<file path="config.mk">
export PLATFORM = sky130hd
export DESIGN_NAME = act_lut_ctrl
export DESIGN_NICKNAME = d
export VERILOG_FILES = /design/src/rtl/act_lut_ctrl.sv
export SDC_FILE = /design/constraint.sdc
export NUM_CORES = 2
export LEC_CHECK = 0
export BUFFER_PORTS_ARGS = -buffer_cell sky130_fd_sc_hd__buf_2
export CAP_MARGIN = 20
export CORE_AREA = 2 2 725 727
export DETAILED_ROUTE_END_ITERATION = 16
export DIE_AREA = 0 0 727 729
export RECOVER_POWER = 100
export SYNTH_ARGS = -nofsm -noshare
export SYNTH_HDL_FRONTEND = slang
export SYNTH_SLANG_ARGS = --single-unit
</file>
<file path="constraint.sdc">
create_clock -name i_clk -period 35.8 [get_ports i_clk]
set_input_delay 10.74 -clock i_clk [delete_from_list [all_inputs] [get_ports i_clk]]
set_output_delay 10.74 -clock i_clk [all_outputs]
set_load 0.02 [all_outputs]
</file>
<file path="src/rtl/act_lut_ctrl.sv">
// act_lut_ctrl: lookup sequencer and reload arbiter for the 32-lane activation LUT.
// Defining ACT_LUT_CTRL_STAT_EN adds saturating lookup/stall/reload counters.
//
// state | meaning
// RUN   | lookups accepted
// DRAIN | reload pending, waiting for in-flight reads to land in the FIFO
// LOAD  | accepting cfg words, one LUT write per word
module act_lut_ctrl #(
    parameter int LUT_WIDTH  = 24,
    parameter int LUT_DEPTH  = 16,
    parameter int ADDR_WIDTH = 4,
    parameter int LANES      = 32,
    parameter int RD_LAT     = 1,
    parameter int OUT_DEPTH  = 4
) (
    input  logic                          i_clk,
    input  logic                          i_rst,
    input  logic                          i_req_valid,
    output logic                          o_req_ready,
    input  logic [ADDR_WIDTH*LANES-1:0]   i_req_addr,
    output logic                          o_rsp_valid,
    input  logic                          i_rsp_ready,
    output logic [LUT_WIDTH*LANES-1:0]    o_rsp_dat,
    input  logic                          i_load_start,
    input  logic [ADDR_WIDTH-1:0]         i_load_base,
    input  logic [ADDR_WIDTH-1:0]         i_load_len,
    input  logic                          i_cfg_valid,
    output logic                          o_cfg_ready,
    input  logic [LUT_WIDTH-1:0]          i_cfg_wdata,
    output logic                          o_load_busy,
    output logic                          o_load_done,
    output logic [ADDR_WIDTH*LANES-1:0]   o_lut_raddr,
    output logic                          o_lut_rd_en,
    input  logic [LUT_WIDTH*LANES-1:0]    i_lut_dat,
    output logic [ADDR_WIDTH-1:0]         o_lut_waddr,
    output logic [LUT_WIDTH-1:0]          o_lut_wdata,
    output logic                          o_lut_we
`ifdef ACT_LUT_CTRL_STAT_EN
   ,output logic [31:0]                   o_stat_lookups,
    output logic [31:0]                   o_stat_stalls,
    output logic [15:0]                   o_stat_loads
`endif
);
    localparam int CW = $clog2(OUT_DEPTH + 1);
    localparam int PW = (OUT_DEPTH > 1) ? $clog2(OUT_DEPTH) : 1;
    localparam int LW = ADDR_WIDTH + 1;
    localparam logic [CW:0]   CREDITS  = (CW+1)'(OUT_DEPTH);
    localparam logic [LW-1:0] FULL_LEN = LW'(LUT_DEPTH);

    typedef enum logic [1:0] {S_RUN = 2'd0, S_DRAIN = 2'd1, S_LOAD = 2'd2} state_t;

    state_t                       r_state, w_state_nxt;
    logic [CW-1:0]                r_inflight, r_fifo_cnt;
    logic [PW-1:0]                r_wr_ptr, r_rd_ptr;
    logic [RD_LAT-1:0]            r_vld_sr;
    logic                         r_rd_en;
    logic [ADDR_WIDTH*LANES-1:0]  r_raddr;
    logic [ADDR_WIDTH-1:0]        r_base, r_waddr;
    logic [LW-1:0]                r_len, r_widx;
    logic [LUT_WIDTH-1:0]         r_wdata;
    logic                         r_we, r_load_done;
    logic [LUT_WIDTH*LANES-1:0]   r_fifo_mem [OUT_DEPTH];

    logic                         w_req_fire, w_cfg_fire, w_last_word, w_push, w_pop;
    logic [CW:0]                  w_credit_used;

    assign w_req_fire    = i_req_valid & o_req_ready;
    assign w_cfg_fire    = i_cfg_valid & o_cfg_ready;
    assign w_last_word   = w_cfg_fire & ((r_widx + LW'(1)) == r_len);
    assign w_push        = r_vld_sr[RD_LAT-1];
    assign w_pop         = o_rsp_valid & i_rsp_ready;
    assign w_credit_used = {1'b0, r_fifo_cnt} + {1'b0, r_inflight};

    always_ff @(posedge i_clk) begin
        if (i_rst) r_state <= S_RUN;
        else       r_state <= w_state_nxt;
    end

    always_comb begin
        w_state_nxt = r_state;
        case (r_state)
            S_RUN:   if (i_load_start)      w_state_nxt = S_DRAIN;
            S_DRAIN: if (r_inflight == '0)  w_state_nxt = S_LOAD;
            S_LOAD:  if (w_last_word)       w_state_nxt = S_RUN;
            default:                        w_state_nxt = S_RUN;
        endcase
    end

    // A pending start blocks acceptance so no new read can slip in behind it.
    always_comb begin
        o_req_ready = (r_state == S_RUN) & ~i_load_start & (w_credit_used < CREDITS);
        o_cfg_ready = (r_state == S_LOAD);
        o_load_busy = (r_state != S_RUN);
    end

    always_ff @(posedge i_clk) begin
        if (i_rst) begin
            r_rd_en    <= 1'b0;
            r_raddr    <= '0;
            r_vld_sr   <= '0;
            r_inflight <= '0;
            r_fifo_cnt <= '0;
            r_wr_ptr   <= '0;
            r_rd_ptr   <= '0;
        end else begin
            r_rd_en     <= w_req_fire;
            if (w_req_fire) r_raddr <= i_req_addr;
            r_vld_sr[0] <= r_rd_en;
            for (int i = 1; i < RD_LAT; i++) r_vld_sr[i] <= r_vld_sr[i-1];
            case ({w_req_fire, w_push})
                2'b10:   r_inflight <= r_inflight + CW'(1);
                2'b01:   r_inflight <= r_inflight - CW'(1);
                default: ;
            endcase
            case ({w_push, w_pop})
                2'b10:   r_fifo_cnt <= r_fifo_cnt + CW'(1);
                2'b01:   r_fifo_cnt <= r_fifo_cnt - CW'(1);
                default: ;
            endcase
            if (w_push) r_wr_ptr <= (r_wr_ptr == PW'(OUT_DEPTH-1)) ? '0 : r_wr_ptr + PW'(1);
            if (w_pop)  r_rd_ptr <= (r_rd_ptr == PW'(OUT_DEPTH-1)) ? '0 : r_rd_ptr + PW'(1);
        end
    end

    always_ff @(posedge i_clk) begin
        if (w_push) r_fifo_mem[r_wr_ptr] <= i_lut_dat;
    end

    always_ff @(posedge i_clk) begin
        if (i_rst) begin
            r_we        <= 1'b0;
            r_load_done <= 1'b0;
            r_waddr     <= '0;
            r_wdata     <= '0;
            r_base      <= '0;
            r_len       <= '0;
            r_widx      <= '0;
        end else begin
            r_we        <= w_cfg_fire;
            r_load_done <= w_last_word;
            if (w_cfg_fire) begin
                r_waddr <= r_base + r_widx[ADDR_WIDTH-1:0];
                r_wdata <= i_cfg_wdata;
                r_widx  <= r_widx + LW'(1);
            end
            if ((r_state == S_RUN) && i_load_start) begin
                r_base <= i_load_base;
                r_len  <= (i_load_len == '0) ? FULL_LEN : {1'b0, i_load_len};
                r_widx <= '0;
            end
        end
    end

    assign o_rsp_valid = (r_fifo_cnt != '0);
    assign o_rsp_dat   = o_rsp_valid ? r_fifo_mem[r_rd_ptr] : '0;
    assign o_lut_raddr = r_raddr;
    assign o_lut_rd_en = r_rd_en;
    assign o_lut_waddr = r_waddr;
    assign o_lut_wdata = r_wdata;
    assign o_lut_we    = r_we;
    assign o_load_done = r_load_done;

`ifdef ACT_LUT_CTRL_STAT_EN
    logic [31:0] r_stat_lookups, r_stat_stalls;
    logic [15:0] r_stat_loads;

    always_ff @(posedge i_clk) begin
        if (i_rst) begin
            r_stat_lookups <= '0;
            r_stat_stalls  <= '0;
            r_stat_loads   <= '0;
        end else begin
            if (w_req_fire && (r_stat_lookups != '1))               r_stat_lookups <= r_stat_lookups + 32'd1;
            if (i_req_valid && !o_req_ready && (r_stat_stalls != '1)) r_stat_stalls <= r_stat_stalls + 32'd1;
            if (r_load_done && (r_stat_loads != '1))                r_stat_loads   <= r_stat_loads + 16'd1;
        end
    end

    assign o_stat_lookups = r_stat_lookups;
    assign o_stat_stalls  = r_stat_stalls;
    assign o_stat_loads   = r_stat_loads;
`endif
endmodule

</file>
After elaboration in Yosys (flattened, before gate mapping)
Memory sizes are Yosys's and may differ from the RTL's. A register that Yosys moved wholly into a read port is not among the register bits.
Cells that the tools add are included.

storage, ports and cells
  register bits after elaboration = 186
  RAM bits = 3,072
  bits of input ports = 934
  output and inout bits = 931
  logic and storage cells = 69
  memories = 1

memory list
  name        depth  bits a word  read ports  clocked after Yosys merged registers in  wr ports  line  source
  r_fifo_mem  4      768          1           1                                        1         62    logic [LUT_WIDTH*LANES-1:0] r_fifo_mem [OUT_DEPTH];

operators by class
  add/subtract/negate cells = 9
  magnitude comparators = 1
  eq/ne operators = 12
  mux-type cells = 14
  bitwise operators = 7
  reductions and logical operators = 10

operators with widths
  cell                                                 count
  two-way mux 768 bit                                  1
  two-way mux 2 bit                                    7
  case mux 3 bit (2 select lines)                      2
  equality test 2 bit, second input constant           5
  adder 3 x 1 -> 3 bit, second input constant          2
  bitwise AND 1 bit                                    6
  equality test 2 x 1 -> 1 bit, second input constant  3
  case mux 2 bit (3 select lines)                      1
  nonzero test 2 bit                                   3
  subtractor 3 x 1 -> 3 bit, second input constant     2
  adder 5 x 1 -> 5 bit, second input constant          1
  equality test 5 bit                                  1
  two-way mux 5 bit                                    1
  adder 2 x 1 -> 2 bit, second input constant          2
  adder 3 x 3 -> 4 bit                                 1
  adder 4 bit                                          1
  logical NOT 4 bit                                    1
  < comparator 4 x 3 -> 1 bit, second input constant   1
  != test 2 bit, second input constant                 2
  logical NOT 3 bit                                    1
  AND reduction 3 bit                                  1
  nonzero test 3 bit                                   1
  logical NOT 2 bit                                    1
  two-way mux 1 bit                                    2
  other kinds (4)                                      4

Depth between registers and ports, before layout
  word-level depth = 6
  mapped depth = 11
  mapped depth without buffers = 10

Least setup slack after synthesis
OpenSTA, ideal clock, no wires.

  path kind = input to output
  start = in i_load_start
  end = out o_req_ready
  arrival time = 11.306 ns
  required time = 25.060 ns
  slack = 13.754 ns
  stages on the path = 2
  path buffers = 0
  cell sequence = nor4_1 and3_1

on the way
  longest elaborated chain between the ends = 3

ends and longest elaborated chain
  item                            line  source
  start, declared                 24    input logic i_load_start,
  NOT 1 bit                       91    o_req_ready = (r_state == S_RUN) & ~i_load_start & (w_credit_used < CREDITS);
  bitwise AND 1 bit (2 in a row)  91
  end, declared                   19    output logic o_req_ready,

Every way passes these cells.

Worst setup path in the final report
  start = reg r_fifo_cnt[0]
  end = out o_rsp_dat[722]

on the way
  longest elaborated chain between the ends = 2

ends and longest elaborated chain
  item                    line  source
  start, declared         53    logic [CW-1:0] r_inflight, r_fifo_cnt;
  start signal, assigned  116   2'b10: r_fifo_cnt <= r_fifo_cnt + CW'(1);
  start signal, assigned  117   2'b01: r_fifo_cnt <= r_fifo_cnt - CW'(1);
  nonzero test 3 bit      154   assign o_rsp_valid = (r_fifo_cnt != '0);
  two-way mux 768 bit     155   assign o_rsp_dat = o_rsp_valid ? r_fifo_mem[r_rd_ptr] : '0;
  end, declared           23    output logic [LUT_WIDTH*LANES-1:0] o_rsp_dat,

Every way passes these cells.

==> run_results.csv <==
group,metric,value,unit
global_route,grt_overflow_total,0,
job,maxCapViolCount,88,
global_route,grt_pass1_vias,65199,
clocking,cts-root-buf,"clkbuf_16",
synth,ys.warnings.count,0,
worst_setup_path,path_class,"reg -> out",
routing,drc,0,
clocking,cts_buffer_depth,4,
floorplan,num_io_pins,1865,
placed_design,hpwlAfterDp,352.6,mm
worst_setup_path,cp-end-kind,"output pin",
synth,synth_common_cells,"edfxtp_1 (3072), and2_1 (773), mux4_2 (768), nand2_1 (332), dfxtp_1 (188)",
worst_hold_path,whs_endpoint,"o_lut_raddr[117]",
worst_setup_path,critical_path.max_fanout,179,
clocking,tritoncts,"yes",
sta,rsz0062_at_grt,"false",
synth,postSynthCellCount,5727,
clocking,cts-hold-fix-buffers,0,
worst_setup_path,cp.arrival,16.63,ns
pwr,p_int,6.592,mW
floorplan,die_h,729,um
global_route,grt_max_degree,180,
synth,synth_most_common_cell,"edfxtp_1",
floorplan,fp.dieW,727,um
sta,finalCriticalPeriod,27.37,ns
routing,first_pass_iters,6,
pwr,irDropWorstVdd,0.04167,mV
worst_setup_path,r2r-start,"r_wr_ptr[0]",
worst_hold_path,hold_start,"o_lut_raddr[117]",
global_route,track_usage,0.1676,
clocking,ctsResizeCount,0,
worst_setup_path,critPathSlowestCell,"clkbuf_1",
routing,viasPerCell,4.437,
worst_setup_path,r2r_slack,16.18,ns
clocking,numCtsBuffers,351,
pwr,p_comb_frac,0.127,
pwr,p_sw_frac,0.2622,
pwr,powerDensity,59.66,nW/um2
pwr,seqPwrFrac,0.473,
final_layout,final_core_util,0.2864,
pwr,p_leak,45.90,nW
sta,setup_viol,0,
synth,synth_top_area_cell,"edfxtp_1",
synth,yosysSeqAreaShare,0.7818,
sta,finalCritPeriodShare,0.7646,
synth,synth_top_flop_cell,"edfxtp_1",
clocking,clk_pin_slew_worst_paths,0.06,ns
worst_hold_path,whs_path_depth,2,
final_layout,fin_nets,8689,
synth,async_reset_ff_frac,0,
routing,final_antenna_net_count,0,
synth,synthDistinctLibCells,35,
routing,detail_route.iter0.violations,6591,
sta,max_freq,36.53,MHz
floorplan,initial_core_util,0.2349,
clocking,post_cts_buffers,0,
clocking,clkSinkCount,3260,
pwr,switchingPower,2.342,mW
sta,tns,0,ns
routing,wl_per_cell,30.68,um
floorplan,coreArea,522900,um2
routing,vias,67312,
sta,hold_viol_final,0,
synth,synth_top_area_share,0.7511,
global_route,grt_pass1_wl,605.1,mm
worst_setup_path,critPathMaxStageDelay,5.16,ns
clocking,cts_max_level,5,
floorplan,rows,266,
worst_setup_path,reg2regPathDepth,10,
synth,synth_edf_count,3072,
final_layout,drive_above_1_share,0.2323,
routing,routed_wl,465.5,mm
sta,slew_viol_final,4617,
pwr,p_clk_frac,0.400,
synth,syn-num-nets,6677,
placed_design,routabilityCongestion,0.9339,
sta,relSlewSlack,-4.384,
synth,yosys-top-cells-area,"edfxtp_1 (75%), mux4_2 (14%), and2_1 (3.9%)",
sta,fin_skew,0.07691,ns
floorplan,die_area,530000,um2
outcome,outcome,"finished, violations left",
final_layout,syn_to_final_growth,21.94,%
worst_setup_path,start_kind,"flop",
worst_setup_path,critPathRequiredTime,25.06,ns
sta,worst_slew_pin_slew,8.077,ns
global_route,antenna_found_initial,350,
final_layout,fillers,52250,
worst_hold_path,hold_path.class,"reg -> reg",
worst_setup_path,path_cells,"or3_1, clkbuf_1, clkbuf_1, clkbuf_1, clkbuf_1, and2_1, clkbuf_1",
placed_design,io_buffers,1864,
synth,syn_area_per_cell,21.44,um2
outcome,violations,"max-capacitance violations, max-slew violations",
clocking,clk_latency,0.94,ns
worst_setup_path,cp_common_cell,"clkbuf_1",
synth,synth-seq-cells,3260,
synth,synth_area,122800,um2
worst_setup_path,r2r_end,"r_fifo_mem[0][681]",
-- stage by stage --
step / total power, mW / cell area [um2] / hold slack (ns) / setup slack [ns] / std cells
global route: 9.204 / 149600 / 0.4679 / 7.000 / 15097
CTS: 9.039 / 151300 / 0.4527 / 13.22 / 14984
floorplan: 4.954 / 122800 / 0.4406 / 13.75 / 5727
global placement: 5.465 / 140000 / 0.4384 / 13.22 / 14354
detailed placement: 5.469 / 140000 / 0.4422 / 13.22 / 14354
finish: 8.934 / 149800 / 0.4571 / 8.428 / 15171
-- cells in the final DEF (no fill, tap or decap), drive strengths merged, types with 3 or more instances in the layout --
cell type / netlist / routed
clkinv: 0 / 148
and2: 773 / 773
inv: 16 / 28
a21oi: 173 / 173
buf: 184 / 610
nand2: 332 / 332
mux4: 768 / 768
diode: 0 / 187
nor2: 22 / 22
dfxtp: 188 / 188
fa: 3 / 3
nor4: 3 / 3
xor2: 8 / 8
or3: 4 / 4
nand3: 3 / 3
bufinv: 0 / 27
ha: 13 / 13
clkinvlp: 0 / 8
a211oi: 4 / 4
xnor2: 9 / 9
clkbuf: 131 / 1799
edfxtp: 3072 / 3072
nor2b: 5 / 5
-- state kept, by name, indices dropped and copies added (netlist names), named ones only --
name         count
r_fifo_mem    3072
o_lut_raddr    128
o_lut_wdata     24
r_len            5
r_widx           5
o_lut_waddr      4
r_base           4
r_fifo_cnt       3
r_inflight       3
r_rd_ptr         2
r_state          2
r_wr_ptr         2
o_load_done      1
o_lut_rd_en      1
o_lut_we         1
r_vld_sr         1
-- cell type report --
class                      instances  area, um2  area share
antenna                          187      467.9    0.003125
clock buffer                     435       9171     0.06124
tap                             6968       8718     0.05822
multi-input combinational       2136      24930      0.1665
sequential                      3260      96020      0.6411
timing repair buffer            1974       8285     0.05532
clock inverter                   195       2108     0.01408
inverter                          16      61.31   0.0004094
-- logic make-up after synthesis --
family          count (synthesis)  share of synthesized area
flops                        3260                     0.7818
xor+xnor                       17                   0.001212
fa+ha+maj                      16                   0.001813
buf+inv                       331                    0.01524
simple gates                 1152                    0.05149
mux                           769                     0.1409
compound gates                182                   0.007569
-- routing by layer --
metal | wire [um] | up-vias | track usage
met3 | 54300 | 1107 | 0.06897
met2 | 216400 | 3604 | 0.2657
li1 | - | 27203 | -
met1 | 166900 | 35252 | 0.1956
met5 | 966 | - | 0
met4 | 26910 | 146 | 0.08457
-- power by group through the flow --
stage	sequential, mW	clock [mW]	combinational [mW]
final	4.22	3.57	1.14
after global routing	4.22	3.78	1.20
after CTS	4.22	3.65	1.17
after global placement	4.30	0	1.17
after floorplan	4.33	0	0.622
after detailed placement	4.30	0	1.17
-- worst max-delay path, delay by kind of cell, from the launching register on --
| kind | cells | cell delay (ns) |
|---|---|---|
| buffers and inverters | 5 | 13.69 |
| DFF | 1 | 0.39 |
| and+or+nand+nor | 2 | 1.12 |
-- how the worst max path moves through the flow --
stage | depth (start not counted) | end | startpoint | slack, ns
floorplan | 2 | o_req_ready | i_load_start | 13.75
global placement | 4 | o_req_ready | i_load_start | 13.22
detailed placement | 4 | o_req_ready | i_load_start | 13.22
CTS | 4 | o_req_ready | i_load_start | 13.22
global route | 7 | o_rsp_dat[669] | r_fifo_cnt[0] | 7.00
finish | 7 | o_rsp_dat[722] | r_fifo_cnt[0] | 8.43
Power figures use the tool's default switching activity.
